**src/rtl/proc_mcycle_pkg.sv**
```systemverilog
// Shared encodings for the multicycle TinyRV1 control unit: FSM states,
// datapath select codes, instruction classes and CSR channel bases.
package proc_mcycle_pkg;

  typedef enum logic [2:0] {
    FETCH, IWAIT, DECODE, MULW, MREQ, MWAIT, TRAP
  } state_t;

  typedef enum logic [3:0] {
    CLS_ILL, CLS_ADD, CLS_ADDI, CLS_MUL, CLS_LW, CLS_SW,
    CLS_JAL, CLS_JR, CLS_BNE, CLS_CSRR, CLS_CSRW
  } inst_cls_t;

  localparam logic [1:0] PC_PLUS4 = 2'd0;
  localparam logic [1:0] PC_BR    = 2'd1;
  localparam logic [1:0] PC_JR    = 2'd2;

  localparam logic [1:0] IMM_I = 2'd0;
  localparam logic [1:0] IMM_S = 2'd1;
  localparam logic [1:0] IMM_J = 2'd2;
  localparam logic [1:0] IMM_B = 2'd3;

  localparam logic OP2_RF  = 1'b0;
  localparam logic OP2_IMM = 1'b1;

  localparam logic ALU_ADD = 1'b0;
  localparam logic ALU_CMP = 1'b1;

  localparam logic [2:0] WB_ALU = 3'd0;
  localparam logic [2:0] WB_MUL = 3'd1;
  localparam logic [2:0] WB_MEM = 3'd2;
  localparam logic [2:0] WB_PC4 = 3'd3;
  localparam logic [2:0] WB_CSR = 3'd4;

  localparam logic [11:0] CSR_IN_BASE  = 12'hFC2;
  localparam logic [11:0] CSR_OUT_BASE = 12'h7C2;

  localparam logic [6:0] OPC_OP     = 7'b0110011;
  localparam logic [6:0] OPC_OPIMM  = 7'b0010011;
  localparam logic [6:0] OPC_LOAD   = 7'b0000011;
  localparam logic [6:0] OPC_STORE  = 7'b0100011;
  localparam logic [6:0] OPC_JAL    = 7'b1101111;
  localparam logic [6:0] OPC_JALR   = 7'b1100111;
  localparam logic [6:0] OPC_BRANCH = 7'b1100011;
  localparam logic [6:0] OPC_SYSTEM = 7'b1110011;

endpackage

```
**src/rtl/proc_mcycle_decode.sv**
```systemverilog
// Combinational TinyRV1 decode: instruction class, CSR channel index and
// whether the CSR number names an implemented channel. Zero latency.
module proc_mcycle_decode
  import proc_mcycle_pkg::*;
#(
  parameter  int p_num_io = 3,
  localparam int p_idx_w  = (p_num_io > 1) ? $clog2(p_num_io) : 1
) (
  input  logic [31:0]        inst,
  output inst_cls_t          cls,
  output logic [p_idx_w-1:0] csr_idx,
  output logic               csr_ok
);

  logic [6:0]  opcode;
  logic [2:0]  funct3;
  logic [6:0]  funct7;
  logic [4:0]  rd;
  logic [4:0]  rs1;
  logic [11:0] csr;
  logic [11:0] in_off;
  logic [11:0] out_off;

  assign opcode  = inst[6:0];
  assign rd      = inst[11:7];
  assign funct3  = inst[14:12];
  assign rs1     = inst[19:15];
  assign funct7  = inst[31:25];
  assign csr     = inst[31:20];
  // Offsets wrap for numbers below the base, so one compare bounds both sides.
  assign in_off  = csr - CSR_IN_BASE;
  assign out_off = csr - CSR_OUT_BASE;

  always_comb begin
    cls = CLS_ILL;
    case (opcode)
      OPC_OP: begin
        if (funct3 == 3'b000 && funct7 == 7'h00) cls = CLS_ADD;
        else if (funct3 == 3'b000 && funct7 == 7'h01) cls = CLS_MUL;
      end
      OPC_OPIMM:  if (funct3 == 3'b000) cls = CLS_ADDI;
      OPC_LOAD:   if (funct3 == 3'b010) cls = CLS_LW;
      OPC_STORE:  if (funct3 == 3'b010) cls = CLS_SW;
      OPC_JAL:    cls = CLS_JAL;
      OPC_JALR:   if (funct3 == 3'b000 && rd == 5'd0 && csr == 12'd0) cls = CLS_JR;
      OPC_BRANCH: if (funct3 == 3'b001) cls = CLS_BNE;
      OPC_SYSTEM: begin
        if (funct3 == 3'b010 && rs1 == 5'd0) cls = CLS_CSRR;
        else if (funct3 == 3'b001 && rd == 5'd0) cls = CLS_CSRW;
      end
      default: cls = CLS_ILL;
    endcase
  end

  always_comb begin
    csr_ok  = 1'b0;
    csr_idx = '0;
    if (cls == CLS_CSRR) begin
      csr_ok  = (in_off < 12'(p_num_io));
      csr_idx = p_idx_w'(in_off);
    end else if (cls == CLS_CSRW) begin
      csr_ok  = (out_off < 12'(p_num_io));
      csr_idx = p_idx_w'(out_off);
    end
  end

endmodule

```
**src/rtl/proc_mcycle_ctrl.sv**
```systemverilog
// Multicycle TinyRV1 control FSM: 3 cycles ALU/jump/CSR, 5 LW/SW, 3+N MUL with
// zero-wait memory; stalls in place on imem/dmem rdy/resp and mul_done.
module proc_mcycle_ctrl
  import proc_mcycle_pkg::*;
#(
  parameter  int p_num_io = 3,
  localparam int p_idx_w  = (p_num_io > 1) ? $clog2(p_num_io) : 1
) (
  input  logic                clk,
  input  logic                rst,
  output logic [1:0]          c2d_pc_sel,
  output logic                c2d_pc_en,
  output logic                c2d_ir_en,
  output logic [1:0]          c2d_imm_type,
  output logic                c2d_op2_sel,
  output logic                c2d_alu_func,
  output logic [2:0]          c2d_wb_sel,
  output logic                c2d_rf_wen,
  output logic [p_idx_w-1:0]  c2d_csr_idx,
  output logic [p_num_io-1:0] c2d_out_en,
  output logic                c2d_imemreq_val,
  input  logic                d2c_imemreq_rdy,
  input  logic                d2c_imemresp_val,
  output logic                c2d_dmemreq_val,
  output logic                c2d_dmemreq_type,
  input  logic                d2c_dmemreq_rdy,
  input  logic                d2c_dmemresp_val,
  output logic                c2d_mul_start,
  input  logic                d2c_mul_done,
  input  logic [31:0]         d2c_inst,
  input  logic                d2c_eq,
  output logic                c2d_inst_done,
  output logic                c2d_trap
);

  state_t             state;
  inst_cls_t          cls;
  logic [p_idx_w-1:0] dec_idx;
  logic               csr_ok;

  proc_mcycle_decode #(.p_num_io(p_num_io)) u_decode (
    .inst    (d2c_inst),
    .cls     (cls),
    .csr_idx (dec_idx),
    .csr_ok  (csr_ok)
  );

  always_ff @(posedge clk) begin
    if (rst) begin
      state <= FETCH;
    end else begin
      case (state)
        FETCH:  if (d2c_imemreq_rdy)  state <= IWAIT;
        IWAIT:  if (d2c_imemresp_val) state <= DECODE;
        DECODE: begin
          case (cls)
            CLS_ADD, CLS_ADDI, CLS_JAL, CLS_JR, CLS_BNE: state <= FETCH;
            CLS_CSRR, CLS_CSRW: state <= csr_ok ? FETCH : TRAP;
            CLS_MUL:            state <= MULW;
            CLS_LW, CLS_SW:     state <= MREQ;
            default:            state <= TRAP;
          endcase
        end
        MULW:   if (d2c_mul_done)     state <= FETCH;
        MREQ:   if (d2c_dmemreq_rdy)  state <= MWAIT;
        MWAIT:  if (d2c_dmemresp_val) state <= FETCH;
        TRAP:   state <= TRAP;
        default: state <= FETCH;
      endcase
    end
  end

  always_comb begin
    c2d_pc_sel       = PC_PLUS4;
    c2d_pc_en        = 1'b0;
    c2d_ir_en        = 1'b0;
    c2d_imm_type     = IMM_I;
    c2d_op2_sel      = OP2_RF;
    c2d_alu_func     = ALU_ADD;
    c2d_wb_sel       = WB_ALU;
    c2d_rf_wen       = 1'b0;
    c2d_csr_idx      = '0;
    c2d_out_en       = '0;
    c2d_imemreq_val  = 1'b0;
    c2d_dmemreq_val  = 1'b0;
    c2d_dmemreq_type = 1'b0;
    c2d_mul_start    = 1'b0;
    c2d_trap         = 1'b0;
    // Reset forces every output low, the sticky trap flag included.
    if (!rst) begin
      case (state)
        FETCH: c2d_imemreq_val = 1'b1;
        IWAIT: c2d_ir_en = d2c_imemresp_val;
        DECODE: begin
          case (cls)
            CLS_ADDI: begin
              c2d_op2_sel = OP2_IMM;
              c2d_rf_wen  = 1'b1;
              c2d_pc_en   = 1'b1;
            end
            CLS_ADD: begin
              c2d_rf_wen = 1'b1;
              c2d_pc_en  = 1'b1;
            end
            CLS_JAL: begin
              c2d_imm_type = IMM_J;
              c2d_wb_sel   = WB_PC4;
              c2d_rf_wen   = 1'b1;
              c2d_pc_sel   = PC_BR;
              c2d_pc_en    = 1'b1;
            end
            CLS_JR: begin
              c2d_pc_sel = PC_JR;
              c2d_pc_en  = 1'b1;
            end
            CLS_BNE: begin
              c2d_alu_func = ALU_CMP;
              c2d_imm_type = IMM_B;
              c2d_pc_sel   = d2c_eq ? PC_PLUS4 : PC_BR;
              c2d_pc_en    = 1'b1;
            end
            CLS_CSRR: if (csr_ok) begin
              c2d_wb_sel  = WB_CSR;
              c2d_csr_idx = dec_idx;
              c2d_rf_wen  = 1'b1;
              c2d_pc_en   = 1'b1;
            end
            CLS_CSRW: if (csr_ok) begin
              c2d_out_en[dec_idx] = 1'b1;
              c2d_csr_idx         = dec_idx;
              c2d_pc_en           = 1'b1;
            end
            CLS_MUL: c2d_mul_start = 1'b1;
            default: ;
          endcase
        end
        MULW: if (d2c_mul_done) begin
          c2d_wb_sel = WB_MUL;
          c2d_rf_wen = 1'b1;
          c2d_pc_en  = 1'b1;
        end
        MREQ: begin
          c2d_dmemreq_val  = 1'b1;
          c2d_dmemreq_type = (cls == CLS_SW);
          c2d_imm_type     = (cls == CLS_SW) ? IMM_S : IMM_I;
          c2d_op2_sel      = OP2_IMM;
        end
        MWAIT: if (d2c_dmemresp_val) begin
          c2d_pc_en = 1'b1;
          if (cls == CLS_LW) begin
            c2d_wb_sel = WB_MEM;
            c2d_rf_wen = 1'b1;
          end
        end
        TRAP: c2d_trap = 1'b1;
        default: ;
      endcase
    end
  end

  assign c2d_inst_done = c2d_pc_en;

endmodule

```
**config.mk**
```make
export PLATFORM = sky130hd
export DESIGN_NAME = proc_mcycle_ctrl
export DESIGN_NICKNAME = d
export VERILOG_FILES = /design/src/rtl/proc_mcycle_pkg.sv /design/src/rtl/proc_mcycle_decode.sv /design/src/rtl/proc_mcycle_ctrl.sv
export SDC_FILE = /design/constraint.sdc
export NUM_CORES = 1
export LEC_CHECK = 0
export ABC_AREA = 1
export CAP_MARGIN = 20
export CORE_MARGIN = 5
export CORE_UTILIZATION = 40
export DETAILED_ROUTE_END_ITERATION = 10
export MAX_ROUTING_LAYER = met4
export PLACE_DENSITY = 0.9
export RECOVER_POWER = 50
export SETUP_SLACK_MARGIN = 0.02
export SLEW_MARGIN = 20
export SYNTH_ARGS = -nofsm -noshare
export SYNTH_HDL_FRONTEND = slang
export SYNTH_HIERARCHICAL = 1
export SYNTH_SLANG_ARGS = --single-unit
```
**constraint.sdc**
```tcl
create_clock -name clk -period 7.6 [get_ports clk]
set_input_delay 1.52 -clock clk [delete_from_list [all_inputs] [get_ports clk]]
set_output_delay 1.52 -clock clk [all_outputs]
set_load 0.005 [all_outputs]
```
## Word-level counts from Yosys, hierarchy flattened

Cells that the tools add are included.

| cells by class | value |
|---|---|
| $add $sub $neg | 2 |
| order comparisons | 4 |
| equality and inequality tests | 32 |
| multiplexer cells | 77 |
| reduce and logical (&&, ||, !) cells | 18 |

Operator list:

| cell | number |
|---|---|
| 3-bit 2-to-1 mux | 15 |
| 4-bit case mux with 8 select lines | 1 |
| 1-bit 2-to-1 mux | 31 |
| 7-bit == test (second input constant) | 4 |
| 2-bit 2-to-1 mux | 13 |
| 12-bit by 2-bit less-than comparator with 1-bit output (second input constant) | 2 |
| 3-bit case mux with 7 select lines | 1 |
| 4-bit by 3-bit == test with 1-bit output (second input constant) | 4 |
| 4-bit 2-to-1 mux | 4 |
| 7-bit by 6-bit == test with 1-bit output (second input constant) | 2 |
| 4-bit == test (second input constant) | 3 |
| 12-bit zero test | 1 |
| 3-bit case mux with 4 select lines | 1 |
| 12-bit by 11-bit subtractor with 12-bit output (second input constant) | 1 |
| 12-bit subtractor (second input constant) | 1 |
| 5-bit zero test | 2 |
| 2-bit inequality test (second input constant) | 5 |
| 3-bit by 2-bit == test with 1-bit output (second input constant) | 3 |
| 3-bit == test (second input constant) | 3 |
| 3-bit case mux with 3 select lines | 1 |
| 4-bit by 2-bit == test with 1-bit output (second input constant) | 2 |
| 2-bit case mux with 2 select lines | 2 |
| 7-bit by 1-bit == test with 1-bit output (second input constant) | 1 |
| 7-bit by 2-bit == test with 1-bit output (second input constant) | 1 |
| 17 further kinds | 29 |

| word-level totals | value |
|---|---|
| register bits | 3 |
| logic and storage cells | 134 |

## Longest topological paths before layout

| depth | value |
|---|---|
| depth in word-level cells | 16 |
| mapped depth | 16 |
| gate-level depth less buffers | 16 |

## By module

The synthesis kept the hierarchy.

Modules (own cells, without submodules):

| module | instances | cells an instance | area an instance (µm²) | seq. area each (µm²) |
|---|---|---|---|---|
| proc_mcycle_ctrl | 1 | 125 | 631.9 | 60.1 |
| proc_mcycle_decode | 1 | 117 | 530.5 | 0.0 |

## Worst setup path before layout

Ideal clock, no wire load.

| path | value |
|---|---|
| path type | input-to-output |
| start point | input port d2c_inst[29] |
| end point | output port c2d_pc_en |
| data arrival time | 3.272 ns |
| data required time | 6.080 ns |
| setup slack | 2.808 ns |
| stages on the path | 14 |
| path through | nor3_2 > nand3_1 > or2_1 > or2_1 > nand4_1 > inv_1 > nor2_1 > nand2_1 > nand2_1 > nand2_1 > nand2_1 > nand2_1 > a31oi_1 > buf_4 |

| on the way | value |
|---|---|
| word-level cells in the longest chain between the ends | 12 |
| elaborated cells between the ends (all ways) | 29 |
| those cells by class | add/sub: 2; order compare: 2; eq/ne: 8; mux: 10; reduce/logical: 7 |

Ends and longest elaborated chain:

| what | line | text |
|---|---|---|
| start: declaration | proc_mcycle_ctrl.sv:30 | `input logic [31:0] d2c_inst,` |
| 7-bit by 1-bit == test with 1-bit output | proc_mcycle_decode.sv:39 | `else if (funct3 == 3'b000 && funct7 == 7'h01) cls = CLS_MUL;` |
| 1-bit logical AND | proc_mcycle_decode.sv:39 |  |
| 2-bit 2-to-1 mux | proc_mcycle_decode.sv:39 |  |
| 4-bit 2-to-1 mux | proc_mcycle_decode.sv:38 | `if (funct3 == 3'b000 && funct7 == 7'h00) cls = CLS_ADD;` |
| 4-bit case mux with 8 select lines * | proc_mcycle_decode.sv:36 | `case (opcode)` |
| net cls[0] | proc_mcycle_ctrl.sv:37 | `inst_cls_t cls;` |
| 4-bit == test | proc_mcycle_decode.sv:61, proc_mcycle_ctrl.sv:95 |  |
| 1-bit 2-to-1 mux | proc_mcycle_decode.sv:61 | `end else if (cls == CLS_CSRW) begin` |
| 1-bit 2-to-1 mux | proc_mcycle_decode.sv:58 | `if (cls == CLS_CSRR) begin` |
| 1-bit 2-to-1 mux | proc_mcycle_ctrl.sv:122, proc_mcycle_ctrl.sv:128 |  |
| 1-bit case mux with 2 select lines * | proc_mcycle_ctrl.sv:95 | `case (cls)` |
| 1-bit case mux with 3 select lines * | proc_mcycle_ctrl.sv:91 | `case (state)` |
| 1-bit 2-to-1 mux * | proc_mcycle_ctrl.sv:90 | `if (!rst) begin` |
| end: declaration | proc_mcycle_ctrl.sv:12 | `output logic c2d_pc_en,` |

The timed path passes the listed nets; every way through them passes the cells marked *.

## Worst setup path after layout

| path | value |
|---|---|
| start point | input port d2c_inst[29] |
| end point | output port c2d_wb_sel[0] |

| on the way | value |
|---|---|
| elaborated cells between the ends (all ways) | 15 |
| those cells by class | eq/ne: 3; mux: 7; reduce/logical: 5 |

RTL lines:

| what | line | text |
|---|---|---|
| 12-bit zero test * | proc_mcycle_decode.sv:45 | `OPC_JALR: if (funct3 == 3'b000 && rd == 5'd0 && csr == 12'd0) cls = CLS_JR;` |
| 1-bit logical AND * | proc_mcycle_decode.sv:45 |  |
| 3-bit 2-to-1 mux * | proc_mcycle_decode.sv:45 |  |
| 4-bit case mux with 8 select lines * | proc_mcycle_decode.sv:36 |  |
| net cls[2] | proc_mcycle_ctrl.sv:37 |  |
| 4-bit == test or 4-bit by 3-bit == test with 1-bit output (tied branches) | proc_mcycle_ctrl.sv:95 |  |
| 3-bit case mux with 2 select lines * | proc_mcycle_ctrl.sv:95 |  |
| 3-bit case mux with 3 select lines * | proc_mcycle_ctrl.sv:91 |  |
| 3-bit 2-to-1 mux * | proc_mcycle_ctrl.sv:90 |  |
| end: declaration | proc_mcycle_ctrl.sv:17 | `output logic [2:0] c2d_wb_sel,` |

Marked as above.

==> metrics.txt <==
Critical Path Sink=c2d_wb_sel[0]; clock root cell=clkbuf_4; Initial Util=a little over two fifths; largest net degree at the start of global routing=12; initial antenna violation count=0; Critical path origin=d2c_inst[29]; routed vias=1,659; run status=completed; Die ar.=between 4000 and 5000 um2; Fmax=roughly 160 MHz; DR pass1 iterations=4; leading area contributor after synthesis=nand2_1; # rows=19; Post-Syn Area=1160 um2; setup tns final=0 ns; Regs by FF count=state x3; WHS=0.608 ns; number of flip-flops in the largest register=3; Synth Area in Adders=between 1 and 1.5%; final instance area=~1800 um2; CTS clock-pin slew for the worst setup and hold paths=0.03 ns; Final setup viols=0; Tot Pwr=approximately 180 uW; leakage=0.802 nW; Final WS setup=~1.5 ns; # nets final=between 300 and 400; CP required=roughly 6.1 ns; R2R cell count=7; Worst IR Drop VDD=0.198 mV; worst r2r src=state[0]; CTS tree=built; final std cells w/o fill=335; largest family of logic cells by synthesized area=simple AND/OR/NAND/NOR gates; worst reg-to-reg setup slack=6.18 ns; crit path launch type=input pin; Sequential Area=60.1 um2; vias per inst=around 5.0; Synth Area in XOR/XNOR=0%; hpwl dp=3190 um; top post-synthesis cells by area=nand2_1 19%, nor2_1 15%, inv_1 12%; share of the synthesized area in the top cell type=about a fifth; final hold vios=0; Avg Cell Area, Syn=4.80 um2; fin util=between 60% and 70%; Routed Wire Length=3590 um; Top FF cell, synth=dfxtp_1; Max-Cap Viols=0; Mapped Cells=242; boundary pin count=between 60 and 70; sequential area share after synthesis=5.17%; ANT cells=0; postcts setup bufs=0; multiplexer share of the synthesized area=0%; critical path class=input pin to output pin; CP Max Fanout=5; Setup WS pre-CTS=1.65 ns; Worst Tran Pin Value=between 0.4 and 0.5 ns; count of cells resized by post-cts repair=0; power density cells=101 nW/um2; Slew Limit Fails=0; share of layout cells above drive strength 1=4.93%; clock sink total=3; Slew headroom=70.1%; number of synthesized flops with an enable pin=0; syn nets=~280; I/O Buffers=62; Clock Latency Late Sink=between 0.2 and 0.25 ns; grt total ovfl=0; wire per inst=approximately 11 um; Total GRT Usage=17.8%; Detail Route Antenna Nets=0; Die H=roughly 64 um; Critical R2R Capture=state[2]; Max Root-Sink Buffers=2; Async SR Flop Fraction=0%; CTS hold repair buffers=0; warnings from Yosys=6; Clock Skews=0.00199 ns; final period utilization=a little over 80%; FF+latch count, synth=3; vias in the first global route=1,450; DRC viols=0; Core Box Area=2780 um2; CTS H-tree depth=1; crit path time final=6.14 ns; die width=63.9 um; TritonCTS Buffers=3; Placement Cell Area=approximately 1800 um2; crit end category=output pin; Min-Delay Path Class=register to register; multi-input logic area=906 um2; simple-gate share of the synthesized area=71.2%; Most flops, register=state; Synth cell types=26; synth-to-layout area growth=56.0%; routability cong.=0.981; dpl cells=331; global-route wire length before repair=6150 um; 1st-iter DRT viols=99; RSZ-0062 raised after global routing=false; FILL cells=roughly 260; worst path arrival time=around 4.6 ns; Compound-Gate Fraction of Synth Area=6.57%
per-layer routing:
| layer | GRT usage [%] | up-vias | routed length (um) |
|---|---|---|---|
| met5 | - | - | 0 |
| met4 | 3.90 | 0 | 38 |
| met3 | 0.876 | 5 | 163 |
| met2 | 30.2 | 41 | 1700 |
| met1 | 23.3 | 704 | 1690 |
| li1 | - | 909 | - |
worst max-delay path, cell delays in order:
cell	delay [ns]
dlygate4sd3_1	0.61
nor3_1	0.25
nand3_1	0.16
or2_0	0.24
nor2_1	0.12
a21oi_1	0.06
nand2_1	0.14
inv_1	0.06
nor2_1	0.28
inv_1	0.07
nor2_1	0.15
inv_1	0.06
nor2_1	0.13
inv_1	0.08
a21oi_1	0.15
clkdlybuf4s50_1	0.55
cells in the mapped netlist (all sizes together), types with 2 or more instances:
cell,number
buf,4
nor2,53
or3,2
a31oi,2
nand3b,5
nand3,26
nand2,59
inv,42
dfxtp,3
nor3,18
o21ai,3
a21oi,8
or2,2
nand4,10
cell families (layout without fill, tap and decap cells):
| kind of cell | count (synthesis) | after routing |
|---|---|---|
| adders and majority gates | 1 | 1 |
| and+or+nand+nor | 177 | 177 |
| buffers and inverters | 47 | 109 |
| DFF | 3 | 3 |
| AOI/OAI and AO/OA | 14 | 14 |
worst min path at each step:
| stage | from | endpoint | cells after the start |
|---|---|---|---|
| 3_3_place_gp | state[2] | state[2] | 2 |
| 4_1_cts | state[2] | state[2] | 2 |
| 6_report | state[2] | state[2] | 2 |
| 5_1_grt | state[2] | state[2] | 2 |
| 2_1_floorplan | state[0] | state[1] | 3 |
| 3_5_place_dp | state[2] | state[2] | 2 |
where the power goes:
group          internal [mW]  leakage, nW  switching, mW
clock network         0.0196       0.0150        0.00759
registers             0.0225       0.0248         0.0157
logic                 0.0540        0.763         0.0641
cell type report:
cell class	instances	share of cell area, %
Clock buffer	4	1.45
Inverter	43	8.90
Multi-Input combinational cell	192	50.0
Sequential cell	3	3.31
Tap cell	31	2.14
Timing Repair Buffer	62	34.2
cell usage in the layout, fill, tap and decap left out, types with 2 or more instances in the layout:
master	n
or3_1	2
nor2_1	49
nor2_4	4
o21ai_0	2
dfxtp_1	3
nor3_1	17
inv_2	5
clkdlybuf4s50_1	53
nand2_1	58
clkbuf_4	3
a21oi_1	8
inv_1	37
nand3_1	26
dlygate4sd3_1	9
a31oi_1	2
nand4_1	10
nand3b_1	5
(Power assumes the default switching activity.)
